--- src/rtl/data_mem_arbiter.sv ---
// Two-requester arbiter in front of the single data_memory port.
// Each access runs IDLE -> ISSUE -> (WAIT) -> RESP with one idle bubble after.
module data_mem_arbiter #(
    parameter int ADDR_W       = 32,
    parameter int DATA_W       = 32,
    parameter int READ_LATENCY = 1,
    parameter int FIXED_PRIO   = 0
) (
    input  logic              clk,
    input  logic              reset,
    input  logic              clk_enable,
    input  logic              m0_req,
    input  logic              m0_write,
    input  logic [ADDR_W-1:0] m0_address,
    input  logic [DATA_W-1:0] m0_writedata,
    output logic [DATA_W-1:0] m0_readdata,
    output logic              m0_ready,
    input  logic              m1_req,
    input  logic              m1_write,
    input  logic [ADDR_W-1:0] m1_address,
    input  logic [DATA_W-1:0] m1_writedata,
    output logic [DATA_W-1:0] m1_readdata,
    output logic              m1_ready,
    output logic [ADDR_W-1:0] mem_address,
    output logic [DATA_W-1:0] mem_writedata,
    output logic              mem_write,
    output logic              mem_read,
    input  logic [DATA_W-1:0] mem_readdata,
    output logic              busy,
    output logic              owner
);

    localparam int CW = (READ_LATENCY > 1) ? $clog2(READ_LATENCY) : 1;

    typedef enum logic [1:0] {
        S_IDLE,
        S_ISSUE,
        S_WAIT,
        S_RESP
    } state_t;

    state_t        state;
    state_t        state_nxt;
    logic          last_owner;
    logic          wr;
    logic [CW-1:0] cnt;
    logic          do_grant;
    logic          grant;
    logic          capture;

    always_comb begin
        state_nxt = state;
        do_grant  = 1'b0;
        grant     = 1'b0;
        capture   = 1'b0;
        unique case (state)
            S_IDLE: begin
                if (m0_req || m1_req) begin
                    do_grant  = 1'b1;
                    state_nxt = S_ISSUE;
                    if (m0_req && m1_req)
                        grant = (FIXED_PRIO != 0) ? 1'b0 : !last_owner;
                    else
                        grant = m1_req;
                end
            end
            S_ISSUE: begin
                if (wr || READ_LATENCY == 1) begin
                    state_nxt = S_RESP;
                    capture   = !wr;
                end else begin
                    state_nxt = S_WAIT;
                end
            end
            S_WAIT: begin
                if (cnt == CW'(1)) begin
                    state_nxt = S_RESP;
                    capture   = 1'b1;
                end
            end
            S_RESP: state_nxt = S_IDLE;
            default: state_nxt = S_IDLE;
        endcase
    end

    always_ff @(posedge clk or negedge reset) begin
        if (!reset) begin
            state         <= S_IDLE;
            owner         <= 1'b0;
            last_owner    <= 1'b1;
            wr            <= 1'b0;
            cnt           <= '0;
            mem_address   <= '0;
            mem_writedata <= '0;
            m0_readdata   <= '0;
            m1_readdata   <= '0;
        end else if (clk_enable) begin
            state <= state_nxt;
            if (do_grant) begin
                owner         <= grant;
                wr            <= grant ? m1_write : m0_write;
                mem_address   <= grant ? m1_address : m0_address;
                mem_writedata <= grant ? m1_writedata : m0_writedata;
            end
            if (state == S_ISSUE)
                cnt <= CW'(READ_LATENCY - 1);
            else if (state == S_WAIT)
                cnt <= cnt - CW'(1);
            // Read data lands in the owner's register on the edge entering RESP
            if (capture) begin
                if (owner)
                    m1_readdata <= mem_readdata;
                else
                    m0_readdata <= mem_readdata;
            end
            if (state == S_RESP)
                last_owner <= owner;
        end
    end

    assign mem_write = clk_enable && (state == S_ISSUE) && wr;
    assign mem_read  = clk_enable && (state == S_ISSUE) && !wr;
    assign m0_ready  = clk_enable && (state == S_RESP) && !owner;
    assign m1_ready  = clk_enable && (state == S_RESP) && owner;
    assign busy      = (state != S_IDLE);

endmodule

--- config.mk ---
export PLATFORM = sky130hd
export DESIGN_NAME = data_mem_arbiter
export DESIGN_NICKNAME = d
export VERILOG_FILES = /design/src/rtl/data_mem_arbiter.sv
export SDC_FILE = /design/constraint.sdc
export NUM_CORES = 1
export LEC_CHECK = 0
export CAP_MARGIN = 15
export CORE_ASPECT_RATIO = 0.7
export CORE_MARGIN = 4
export CORE_UTILIZATION = 44
export DETAILED_ROUTE_END_ITERATION = 7
export GPL_ROUTABILITY_DRIVEN = 0
export PLACE_DENSITY = 0.95
export SETUP_SLACK_MARGIN = 0.05
export SYNTH_ARGS = -nofsm -noshare
export SYNTH_HDL_FRONTEND = slang
export SYNTH_SLANG_ARGS = --single-unit
--- constraint.sdc ---
create_clock -name clk -period 5.25 [get_ports clk]
set_input_delay 0.7875 -clock clk [delete_from_list [all_inputs] [get_ports clk]]
set_output_delay 0.7875 -clock clk [all_outputs]
set_load 0.02 [all_outputs]
==> metrics.md, run 1 <==
| Metric | Value |
|---|---|
| Most frequent cells in the layout | `clkdlybuf4s50_1 (299), dfrtp_1 (133), nor2_1 (70), o21ai_0 (65), a31oi_1 (65)` |
| Starting Density | `0.4572` |
| Status | `finished, final reports clean` |
| Cts hold-fix bufs | `0` |
| Vias in the first global route | `5514` |
| Most area-consuming cells after synthesis | `dfrtp_1 (54%), mux2_2 (12%), or3b_1 (8.6%)` |
| Syn Std Cell Area | `6127 sq um` |
| Largest net degree at the start of global routing | `approximately 130` |
| Synth top area share | `0.5432` |
| Hold Path Class | `in2async` |
| Number of fill cells | `slightly above 900` |
| Final hold vios | `0` |
| Final instance area | `between 9000 and 10000 sq um` |
| Reg2reg path depth | `6` |
| Leak | `3.942 nW` |
| CTS tree | `done` |
| GR Layer Usage met2 | `0.4253` |
| Ratio of cells with drive above 1 in the final layout | `0.1345` |
| Final Core Density | `0.7289` |
| Worst setup path endpoint | `m1_ready` |
| RSZ-0062 raised after global routing | `false` |
| Req. time, crit path | `about 4.5 ns` |
| Worst Setup End Kind | `primary output` |
| Largest stage delay, worst path | `around 0.64 ns` |
| Reg2reg end | `m0_readdata[4]$_DFFE_PN0P_` |
| Critical-path top delay cell | `clkdlybuf4s50_1` |
| Count of distinct cell types in the synthesized netlist | `25` |
| DR vias | `5491` |
| Row count | `35` |
| PwrDens | `579.2 nW/um^2` |
| Final setup TNS | `0 ns` |
| Gr ovfl total | `0` |
| Place WS | `approximately 2.1 ns` |
| Total core area | `approximately 13000 sq um` |
| Sequential fraction of the synthesis area | `0.5475` |
| Pre-antenna DRT Iters | `4` |
| Die X | `~150 microns` |
| Num CTS Buffers | `17` |
| GR Util met1 | `0.2859` |
| Fmax | `315.0 MHz` |
| Pwr Total | `approximately 0.0057 W` |
| Syn_nets | `between 700 and 800` |
| Reg-to-reg setup timing slack | `between 2 and 3 ns` |
| Area post-placement | `9149 sq um` |
| Max-slew violations | `0` |
| First-pass GRT wire length | `30.42 mm` |
| Worst Setup SP | `clk_enable` |
| Arrival @ worst endpoint | `between 2 and 2.5 ns` |
| Worst-skew pair later-pin latency | `around 0.4 ns` |
| Initial antenna violation count | `1` |
| Maxcap violations | `0` |
| Yosys warns | `0` |
| Cell breakdown of the critical path | `clkdlybuf4s50_1 > nand2_1 > nor2_1 > clkdlybuf4s50_1` |
| Final ANT Viol Nets | `0` |
| Post_cts resized | `0` |
| Starting DRT DRC Count | `281` |
| Commonest non-fill, non-tap cell in the layout | `clkdlybuf4s50_1` |
| Clock transition at path regs | `~0.070 ns` |
| Cells after Synth | `roughly 540` |
| DRC violations left | `0` |
| Worst Skew | `roughly 0.013 ns` |
| Minimum clock period | `between 3 and 4 ns` |
| # IOs | `around 300` |
| Nets | `about 980` |
| Via-to-Cell Ratio | `~5.4` |
| Most common cell on crit path | `clkdlybuf4s50_1` |
| Detailed placement HPWL | `around 14 mm` |
| Full die area | `about 16000 sq um` |
| Buf/Inv on CP | `2` |
| WL final | `~20 mm` |
| GRT busiest layer | `met2` |
| Max Root-Sink Buffers | `2` |
| Yosys reg bits | `approximately 130` |
| Number of H-tree levels | `4` |
| Critical path depth in cells | `4` |
| Crit path max fanout | `6` |
| GRT Overall Usage | `0.2441` |
| # clock sinks | `~130` |
| Finish-stage setup viols | `0` |
| Max IR drop VDD | `approximately 0.00031 V` |
| WL per Instance | `between 15 and 20 microns` |
| Final WS setup | `2.076 ns` |
| Worst-margin pin slew | `about 1.1 ns` |
| Met3 Use GR | `0.08365` |
| Die extent in y | `roughly 110 microns` |
| Cell family with most CP delay | `buffers and inverters` |
| Cell taking the most area after synthesis | `dfrtp_1` |
| Post-CTS Setup Bufs | `0` |
| P&R area growth vs syn | `59.40%` |
| Worst R2R Start | `state[1]$_DFFE_PN0P_` |
| PortBufs | `300` |
| Final period util | `0.6046` |
| Worst slew margin | `0.2354` |
| Crit start category | `input pin` |
| CTS root buf | `clkbuf_16` |
| Syn Area/Cell | `between 10 and 15 sq um` |
| Setup CP Type | `in2out` |
final cells by class:
class,instances,area (sq um),share of cell area
repair buffers,304,3034,0.3107
multi-input cells,351,2514,0.2574
flip-flops and latches,134,3354,0.3435
clock inverters,14,186.4,0.01909
well taps,185,231.5,0.02370
diodes,1,2.502,0.0002562
inverters,4,15.01,0.001537
clock buffers,18,429.2,0.04394
cell usage after synthesis (all sizes together):
| library cell | instances |
|---|---|
| dfrtp | 133 |
| dfstp | 1 |
| a21o | 1 |
| and2 | 1 |
| and3 | 1 |
| a31oi | 65 |
| nor2 | 70 |
| clkbuf | 31 |
| nand2 | 5 |
| o311ai | 1 |
| buf | 18 |
| mux2 | 67 |
| mux2i | 1 |
| ha | 4 |
| o21ai | 65 |
| a211oi | 2 |
| nand2b | 2 |
| or3b | 65 |
| inv | 4 |
| o211a | 1 |
metrics by stage:
| step | std cells | hold WS, ns |
|---|---|---|
| 6_report | 1011 | 0.3920 |
| 5_1_grt | 1011 | 0.4647 |
| 4_1_cts | 1010 | 0.4316 |
| 3_5_place_dp | 978 | 0.4760 |
| 3_3_place_gp | 978 | 0.4679 |
| 2_1_floorplan | 538 | 0.4919 |
kinds of logic (layout without fill, tap and decap cells):
family / Yosys count / after routing / share of synthesized area
other: 0 / 1 / 0
buffers and inverters: 53 / 340 / 0.04431
multiplexers: 68 / 68 / 0.1248
adder cells (fa/ha/maj): 4 / 4 / 0.008169
AO/OA/AOI/OAI: 135 / 135 / 0.1303
flip-flops: 134 / 134 / 0.5475
AND/OR/NAND/NOR: 144 / 144 / 0.1450
power by group:
part | switching, W | internal (W) | leakage, nW
combinational | 0.00134 | 0.00127 | 2.03
clock | 0.000492 | 0.000764 | 0.301
sequential | 0.000293 | 0.00150 | 1.61
total | 0.00212 | 0.00353 | 3.94
worst register-to-register path: stages, from the launching register on:
cell and delay, ns:
dfrtp_1 0.42, inv_1 0.11, ha_1 0.31, nand2b_4 0.11, a211oi_4 0.61, buf_4 0.41, mux2_2 0.40
routing by layer:
layer	routed length, microns	vias up
met5	0	-
met4	427	0
met3	1764	39
met2	10160	258
met1	7666	2695
li1	-	2499
worst min path at each step:
stage	startpoint	slack [ns]	end	cells past startpoint
floorplan	reset	0.49	cnt$_DFFE_PN0P_	0
global placement	m0_readdata[12]$_DFFE_PN0P_	0.47	m0_readdata[12]$_DFFE_PN0P_	1
detailed placement	m1_readdata[30]$_DFFE_PN0P_	0.48	m1_readdata[30]$_DFFE_PN0P_	1
CTS	reset	0.43	mem_address[13]$_DFFE_PN0P_	1
global route	reset	0.46	mem_address[13]$_DFFE_PN0P_	1
finish	reset	0.39	mem_address[13]$_DFFE_PN0P_	1
state kept, by name, indices dropped and copies added (netlist names):
| register | count |
|---|---|
| m0_readdata | 32 |
| m1_readdata | 32 |
| mem_address | 32 |
| mem_writedata | 32 |
| state | 2 |
| cnt | 1 |
| last_owner | 1 |
| owner | 1 |
| wr | 1 |
No activity file was read; power rests on OpenSTA's default activity.
==> inputs of run 2 (changes only) <==
--- a/config.mk
+++ b/config.mk
@@ -8,10 +8,10 @@
 export CAP_MARGIN = 15
 export CORE_ASPECT_RATIO = 0.7
 export CORE_MARGIN = 4
-export CORE_UTILIZATION = 44
+export CORE_UTILIZATION = 41
 export DETAILED_ROUTE_END_ITERATION = 7
 export GPL_ROUTABILITY_DRIVEN = 0
-export PLACE_DENSITY = 0.95
+export PLACE_DENSITY = 0.92
 export SETUP_SLACK_MARGIN = 0.05
 export SYNTH_ARGS = -nofsm -noshare
 export SYNTH_HDL_FRONTEND = slang
==> constraint.sdc (replaced) <==
create_clock -name clk -period 3.3 [get_ports clk]
set_input_delay 0.495 -clock clk [delete_from_list [all_inputs] [get_ports clk]]
set_output_delay 0.495 -clock clk [all_outputs]
set_load 0.02 [all_outputs]
==> run 2 against run 1 <==
Against the previous run: final area up 0.97%; critical path type is now reg2out; utilization down 5.7 points; worst setup slack worse by 1.3 ns; critical endpoint is now mem_read; count of clock-buffer cells in the layout unchanged; combinational power up 59%; die area up 6.8%.
==> metrics.md, run 2 (synthesis results as in run 1) <==
| Metric | Value |
|---|---|
| Status | `finished, final reports clean` |
| Arrival @ worst endpoint | `2.05 ns (-0.34 ns)` |
| Maxcap violations | `0 (unchanged)` |
| CTS tree | `done` |
| Full die area | `17000 sq um (+6.8%)` |
| Commonest non-fill, non-tap cell in the layout | `clkdlybuf4s50_1` |
| Largest stage delay, worst path | `0.62 ns (-0.02 ns)` |
| # IOs | `301 (unchanged)` |
| Reg2reg path depth | `6 (unchanged)` |
| Clock transition at path regs | `0.06 ns (about the same)` |
| Most frequent cells in the layout | `clkdlybuf4s50_1 (299), dfrtp_1 (133), nor2_1 (70), o21ai_0 (65), a31oi_1 (65)` |
| Switching pwr | `0.003261 W (+54%)` |
| Reg2reg end | `mem_writedata[21]$_DFFE_PN0P_` |
| # diodes | `0 (-1)` |
| Final ANT Viol Nets | `0 (unchanged)` |
| Critical-path top delay cell | `clkdlybuf4s50_1` |
| Starting DRT DRC Count | `304 (+8.2%)` |
| Initial antenna violation count | `0 (-1)` |
| Sequential power share | `0.314 (-0.003)` |
| Vias in the first global route | `5143 (-6.7%)` |
| Final hold vios | `0 (unchanged)` |
| Final Non-Filler Cells | `1026 (+1.5%)` |
| Worst-margin pin slew | `0.6947 ns (-0.4522 ns)` |
| Final period util | `0.7712` |
| Crit start category | `flip-flop` |
| Hold Path Class | `in2async` |
| PwrDens | `905.0 nW/um^2 (+56%)` |
| Int Pwr | `0.005664 W (+60%)` |
| Nets | `990 (+0.71%)` |
| WL per Instance | `18.53 microns (-6.4%)` |
| Post_cts resized | `0 (unchanged)` |
| DRC violations left | `0 (unchanged)` |
| Number of fill cells | `1090 (+17%)` |
| CTS root buf | `clkbuf_16` |
| Die X | `154.1 microns (+3.4%)` |
| Crit path max fanout | `4 (-2)` |
| Cell breakdown of the critical path | `inv_1 > ha_1 > nand2_1 > nor2_1 > clkdlybuf4s50_1` |
| Sequential cell area | `3354 sq um (unchanged)` |
| Starting Density | `0.4175 (-0.03972)` |
| Finish-stage setup viols | `0 (unchanged)` |
| Fmax | `just under 400 MHz` |
| Clk network pwr share | `0.220 (-0.002)` |
| Via-to-Cell Ratio | `5.124 (-5.7%)` |
| Max Root-Sink Buffers | `2 (unchanged)` |
| Placed cells | `995 (+1.7%)` |
| Worst R2R Start | `state[0]$_DFFE_PN0P_` |
| Max-slew violations | `0 (unchanged)` |
| Post-CTS Setup Bufs | `0 (unchanged)` |
| Worst Setup End Kind | `primary output` |
| Total core area | `14680 sq um (+9.5%)` |
| PortBufs | `300 (unchanged)` |
| Detailed placement HPWL | `14.09 mm (-1.8%)` |
| Req. time, crit path | `2.80 ns (-1.66 ns)` |
| Minimum clock period | `between 2 and 3 ns` |
| Leak | `3.991 nW (+1.2%)` |
| Final setup TNS | `0 ns (unchanged)` |
| Worst Skew | `0.01236 ns (-0.0001568 ns)` |
| Number of H-tree levels | `4 (unchanged)` |
| Pre-antenna DRT Iters | `4 (unchanged)` |
| Reg-to-reg setup timing slack | `1.11 ns (-1.65 ns)` |
| Sw Share | `0.3654 (-0.009796)` |
| Comb power frac | `0.465 (+0.004)` |
| Gr ovfl total | `0 (unchanged)` |
| DR vias | `5257 (-4.3%)` |
| Cts hold-fix bufs | `0 (unchanged)` |
| RSZ-0062 raised after global routing | `false` |
| First-pass GRT wire length | `28.32 mm (-6.9%)` |
| P&R area growth vs syn | `60.96%` |
| Worst slew margin | `0.5310 (+0.2956)` |
| Die extent in y | `110.3 microns (+3.3%)` |
| # clock sinks | `134 (unchanged)` |
| Ratio of cells with drive above 1 in the final layout | `0.1420 (+0.007452)` |
| WL final | `19.02 mm (-5.0%)` |
| Num CTS Buffers | `17 (unchanged)` |
| Largest net degree at the start of global routing | `78 (-41%)` |
| Area of the multi-input gates | `2514 sq um (unchanged)` |
| Max IR drop VDD | `0.0004252 V (+37%)` |
| GRT Overall Usage | `0.2140 (-0.03007)` |
| Worst-skew pair later-pin latency | `0.41 ns (about the same)` |
| Row count | `37 (+5.7%)` |
| Setup CP Type | `reg2out` |
[run 2: through the flow]
step	setup slack, ns	utilization	hold WS [ns]	cell area (sq um)	power (W)
2_1_floorplan	1.539	-	0.1994	6127	0.004917
3_3_place_gp	0.8542	0.6304	0.4679	9251	0.006871
3_5_place_dp	0.8287	0.6304	0.4737	9251	0.007019
4_1_cts	0.7254	0.6720	0.05823	9862	0.009016
5_1_grt	0.6523	0.6720	0.09137	9862	0.009388
6_report	0.7551	0.6720	0.04451	9862	0.008925
[run 2: worst max path at each step]
| stage | startpoint | to | slack, ns | depth (start not counted) |
|---|---|---|---|---|
| after floorplan | state[0]$_DFFE_PN0P_ | m0_readdata[10]$_DFFE_PN0P_ | 1.54 | 6 |
| after global placement | clk_enable | m1_ready | 0.85 | 4 |
| after detailed placement | clk_enable | m1_readdata[23]$_DFFE_PN0P_ | 0.83 | 5 |
| after CTS | state[1]$_DFFE_PN0P_ | mem_read | 0.73 | 5 |
| after global routing | state[1]$_DFFE_PN0P_ | mem_read | 0.65 | 5 |
| final | state[1]$_DFFE_PN0P_ | mem_read | 0.76 | 5 |
[run 2: power groups by stage]
stage / clock, W / combinational [W] / sequential (W)
after floorplan: 0 / 0.00128 / 0.00364
after global placement: 0 / 0.00409 / 0.00278
after detailed placement: 0 / 0.00419 / 0.00283
after CTS: 0.00200 / 0.00421 / 0.00281
after global routing: 0.00208 / 0.00442 / 0.00289
final: 0.00197 / 0.00415 / 0.00280
[run 2: routing by layer]
layer | share of wire | track usage
met3 | 0.091 | 0.08115
met2 | 0.49 | 0.3568
met4 | 0.015 | 0.06553
met1 | 0.40 | 0.2614
met5 | 0 | 0
[run 2: critical path, delay by kind of cell, from the launching register on]
family / cells / cell delay [ns]
simple gates: 2 / 0.24
flops: 1 / 0.41
fa+ha+maj: 1 / 0.29
buf+inv: 2 / 0.71
[run 2: layout make-up]
class                      instances  area share
timing repair buffer             311      0.3168
tap                              195     0.02474
sequential                       134      0.3401
multi-input combinational        351      0.2549
clock buffer                      18     0.04453
inverter                           4    0.001522
clock inverter                    13     0.01738
